**src/rtl/wb_port_arbiter_pkg.sv**
```systemverilog
// Shared types and constants for the 4-port write-data arbiter.
// One-hot constants follow the select encoding of the shared Mux4.
package wb_port_arbiter_pkg;

  localparam int unsigned NUM_REQ = 4;
  localparam int unsigned PTR_W   = 2;

  typedef enum logic {
    ST_IDLE  = 1'b0,
    ST_GRANT = 1'b1
  } state_e;

  localparam logic [NUM_REQ-1:0] ONEHOT_NONE = 4'b0000;
  localparam logic [NUM_REQ-1:0] ONEHOT_0    = 4'b0001;
  localparam logic [NUM_REQ-1:0] ONEHOT_1    = 4'b0010;
  localparam logic [NUM_REQ-1:0] ONEHOT_2    = 4'b0100;
  localparam logic [NUM_REQ-1:0] ONEHOT_3    = 4'b1000;

  // Index of the active bit of a one-hot select; zero when idle.
  function automatic logic [PTR_W-1:0] onehot_idx(input logic [NUM_REQ-1:0] oh);
    logic [PTR_W-1:0] idx;
    idx = '0;
    case (oh)
      ONEHOT_1: idx = PTR_W'(1);
      ONEHOT_2: idx = PTR_W'(2);
      ONEHOT_3: idx = PTR_W'(3);
      ONEHOT_0: idx = PTR_W'(0);
      default:  idx = '0;
    endcase
    return idx;
  endfunction

endpackage

```
**src/rtl/wb_port_arbiter_rr_pick.sv**
```systemverilog
// Round-robin picker: first unmasked requester at or above ptr (mod 4).
// Purely combinational; returns a one-hot winner and a valid flag.
module rr_pick
  import wb_port_arbiter_pkg::*;
(
  input  logic [NUM_REQ-1:0] req_i,
  input  logic [NUM_REQ-1:0] mask_i,
  input  logic [PTR_W-1:0]   ptr_i,
  output logic [NUM_REQ-1:0] win_o,
  output logic               valid_o
);

  logic [NUM_REQ-1:0] eff_c;
  logic [PTR_W-1:0]   idx_c;

  always_comb begin
    eff_c   = req_i & ~mask_i;
    win_o   = ONEHOT_NONE;
    valid_o = 1'b0;
    idx_c   = '0;
    for (int i = 0; i < NUM_REQ; i++) begin
      idx_c = PTR_W'(ptr_i + PTR_W'(i));
      if (!valid_o && eff_c[idx_c]) begin
        win_o[idx_c] = 1'b1;
        valid_o      = 1'b1;
      end
    end
  end

endmodule

```
**src/rtl/wb_port_arbiter.sv**
```systemverilog
// Round-robin arbiter driving a shared 4-input write-data mux and the
// destination register load enable, with bounded lock-based grant holding.
module wb_port_arbiter
  import wb_port_arbiter_pkg::*;
#(
  parameter int unsigned MAX_HOLD = 4
) (
  input  logic               clk,
  input  logic               reset,
  input  logic [NUM_REQ-1:0] req,
  input  logic [NUM_REQ-1:0] lock,
  output logic [NUM_REQ-1:0] sel,
  output logic               load_en,
  output logic [NUM_REQ-1:0] ack,
  output logic               busy
);

  localparam int unsigned        HOLD_W    = (MAX_HOLD > 1) ? $clog2(MAX_HOLD) : 1;
  localparam logic [HOLD_W-1:0]  HOLD_LAST = HOLD_W'(MAX_HOLD - 1);

  state_e             state_q;
  logic [NUM_REQ-1:0] sel_q;
  logic [NUM_REQ-1:0] ack_q;
  logic               load_en_q;
  logic               busy_q;
  logic [PTR_W-1:0]   ptr_q;
  logic [HOLD_W-1:0]  hold_q;

  logic [PTR_W-1:0]   g_c;
  logic [PTR_W-1:0]   ptr_d;
  logic [PTR_W-1:0]   pick_ptr_c;
  logic [NUM_REQ-1:0] mask_c;
  logic [NUM_REQ-1:0] win_c;
  logic               valid_c;
  logic               keep_c;

  // On release the next winner is picked from g+1 with g masked out.
  always_comb begin
    g_c        = onehot_idx(sel_q);
    ptr_d      = PTR_W'(g_c + PTR_W'(1));
    keep_c     = (state_q == ST_GRANT) && ((req & lock & sel_q) != ONEHOT_NONE) &&
                 (hold_q < HOLD_LAST);
    mask_c     = (state_q == ST_GRANT) ? sel_q : ONEHOT_NONE;
    pick_ptr_c = (state_q == ST_GRANT) ? ptr_d : ptr_q;
  end

  rr_pick u_pick (
    .req_i   (req),
    .mask_i  (mask_c),
    .ptr_i   (pick_ptr_c),
    .win_o   (win_c),
    .valid_o (valid_c)
  );

  always_ff @(posedge clk or posedge reset) begin
    if (reset) begin
      state_q   <= ST_IDLE;
      sel_q     <= ONEHOT_NONE;
      ack_q     <= ONEHOT_NONE;
      load_en_q <= 1'b0;
      busy_q    <= 1'b0;
      ptr_q     <= '0;
      hold_q    <= '0;
    end else begin
      case (state_q)
        ST_IDLE: begin
          if (valid_c) begin
            state_q   <= ST_GRANT;
            sel_q     <= win_c;
            ack_q     <= win_c;
            load_en_q <= 1'b1;
            busy_q    <= 1'b1;
          end
        end
        ST_GRANT: begin
          if (keep_c) begin
            hold_q <= HOLD_W'(hold_q + HOLD_W'(1));
          end else begin
            ptr_q  <= ptr_d;
            hold_q <= '0;
            if (valid_c) begin
              sel_q <= win_c;
              ack_q <= win_c;
            end else begin
              state_q   <= ST_IDLE;
              sel_q     <= ONEHOT_NONE;
              ack_q     <= ONEHOT_NONE;
              load_en_q <= 1'b0;
              busy_q    <= 1'b0;
            end
          end
        end
      endcase
    end
  end

  assign sel     = sel_q;
  assign ack     = ack_q;
  assign load_en = load_en_q;
  assign busy    = busy_q;

endmodule

```
**config.mk**
```make
export PLATFORM = sky130hd
export DESIGN_NAME = wb_port_arbiter
export DESIGN_NICKNAME = d
export VERILOG_FILES = /design/src/rtl/wb_port_arbiter_pkg.sv /design/src/rtl/wb_port_arbiter_rr_pick.sv /design/src/rtl/wb_port_arbiter.sv
export SDC_FILE = /design/constraint.sdc
export NUM_CORES = 1
export LEC_CHECK = 0
export ABC_AREA = 1
export CORE_ASPECT_RATIO = 1.4
export CORE_MARGIN = 2
export CORE_UTILIZATION = 50
export CTS_CLUSTER_SIZE = 14
export DETAILED_ROUTE_END_ITERATION = 8
export DONT_BUFFER_PORTS = 1
export HOLD_SLACK_MARGIN = 0.02
export PLACE_DENSITY_LB_ADDON = 0.3
export SETUP_SLACK_MARGIN = 0.02
export SYNTH_ARGS = -nofsm -noshare
export SYNTH_HDL_FRONTEND = slang
export SYNTH_HIERARCHICAL = 1
export SYNTH_SLANG_ARGS = --single-unit
```
**constraint.sdc**
```tcl
create_clock -name clk -period 5.26 [get_ports clk]
set_input_delay 1.052 -clock clk [delete_from_list [all_inputs] [get_ports clk]]
set_output_delay 1.052 -clock clk [all_outputs]
set_load 0.03 [all_outputs]
```
==> metrics.cfg <==
[status]
status = finished clean

[placed_design]
io_buffers = 0
dp.cells = 174
place_congestion = 0.924
hpwlAfterDp_um = 1880

[worst_setup_path]
start_kind = register
critPathLaunch = ack[1]
arrival_ns = 3.76
crit_type = register to register
cp-end-kind = register
required_ns = 5.41
rrSetupSlack_ns = 1.65
rr_startpoint = ack[1]
cp_max_fo = 8

[timing]
rsz0062_at_grt = false
skew_ns = 0.00484
fin_setup_tns_ns = 0
clock.fmax_ghz = 0.277
setup_viol = 0
slew_headroom_pct = 50.9
tightest_slew_ns = 0.737
final_hold_viol_count = 0
min_period_ns = 3.61
maxSlewViolCount = 0
holdWs_ns = 0.479
min_period_over_period_pct = 68.6

[routing]
via_count = 942
met1_length_um = 975
wl_per_cell_um = 13.0
postRouteAntennaNets = 0
wl_met2_um = 1230
firstDrtPassIters = 6
drt_iter0_markers = 16
wl_um = 2310
drc_errors = 0
met3_length_um = 35
top_layer = met4
vias_per_cell = 5.32

[synthesis]
syn_nets = 178
synth_cells = 160
netlist_area_um2 = 1090
syn_avg_cell_area_um2 = 6.79
yosysTopAreaCellShare_pct = 23.0
ys_ff_latch = 10
yosysTopAreaCell = dfrtp_1
yosys.cell_types.count = 23
synth_warnings = 6
synthTopCellsByArea = dfrtp_1 (23%), nand2_1 (16%), nand3_1 (12%)
synth_seq_area_share_pct = 23.0

[global_route]
grt_antenna_before_repair = 0
overflow = 0
grt_max_degree = 22
track_usage_pct = 20.9
grt_pass1_wl_um = 4040
grt_pass1_vias = 909

[die]
core_um2 = 2100
fp-row-count = 20
die_y_um = 59.1
ios = 20
start_util_pct = 51.7
dieArea_um2 = 2570
die-width_um = 43.4

[clock_tree]
cts_max_level = 1
cts.path.max_buffers = 2
cts_resized = 0
cts_root_buf = clkbuf_4
clk_pin_slew_ns = 0.05
cts_tree = done
clkLatencyLatePin_ns = 0.28
cts-buffers-inserted = 3
cts.sinks = 10
cts_setup_buffers = 0
hold_buffers = 0

[layout]
drive_gt1_share_pct = 12.3
areaGrowthSynthToFinish_pct = -1.04
final_common_cell = nand2_1
antenna_cells = 0
finalNonFillerCells = 177
final_util_pct = 51.1
layout.nets = 175
layout_common_cells = nand2_1 (46), nand3_1 (25), inv_1 (20)

[hold_path]
hp-start = ptr_q[0]
hold_class = register to register

[run]
drv_cap = 0

[layer usage]
layer	up-vias	GRT usage [%]
li1	498	-
met1	427	23.1
met2	12	37.1
met3	5	3.05
met4	0	12.6
met5	-	0
[sequential cells by signal (all words and copies together) (netlist names)]
register	cells
ack	4
state_q	1
ptr_q	2
busy	1
hold_q	2
[metrics by stage]
step / cell area (µm²) / setup slack (ns)
6_report: 1070 / 1.65
5_1_grt: 1070 / 1.29
4_1_cts: 1070 / 1.67
3_5_place_dp: 1050 / 1.70
3_3_place_gp: 1050 / 1.83
2_1_floorplan: 1090 / 2.28
[worst max-delay path: stages, from the launching register on]
cell and delay (ns):
dfrtp_1 0.81, xor2_1 0.18, a31oi_1 0.56, inv_2 0.21, ha_1 0.38, inv_1 0.13, nand3_1 0.09, nand2_1 0.14
nand2_4 0.07, nor2_4 0.12, nand2_1 0.14, xor2_1 0.36, o21ai_2 0.13, nand2_1 0.09, nand2_1 0.07
[worst paths after layout]
path	endpoint	cells after the start
hold / removal	ptr_q[0]	2
setup / recovery	ack[2]	14
hold reg to reg	ptr_q[0]	2
max in group asynchronous	ack[0]	1
setup reg to reg	ack[2]	14
min in group asynchronous	ptr_q[1]	1
[cell families (layout without fill, tap and decap cells)]
family                     after synthesis  after routing  synth area share, %
adders and majority gates                8              8                 9.22
AOI/OAI and AO/OA                       15             15                 9.91
DFF                                     10             10                 23.0
buffers and inverters                   29             24                 12.9
and+or+nand+nor                         95             95                 42.5
xor gates and xnor gates                 3              3                 2.42
[final cells by class]
cell class / instances / area, µm²
multi-input cells: 121 / 696
fillers: 221 / 1030
flip-flops and latches: 10 / 250
clock buffers: 3 / 22.5
well taps: 22 / 27.5
inverters: 21 / 78.8
[Yosys cell counts (all sizes together)]
| cell | n |
|---|---|
| a21oi | 1 |
| dfrtp | 10 |
| o21ai | 5 |
| inv | 21 |
| a21boi | 4 |
| nand3 | 31 |
| xor2 | 2 |
| nand2 | 49 |
| nor2 | 14 |
| o211ai | 4 |
| buf | 8 |
| a31oi | 1 |
| nor3 | 1 |
| ha | 8 |
| xnor2 | 1 |
Power is not shown: default switching activity piles up to over one toggle a cycle in this logic, so the estimate is an artifact.
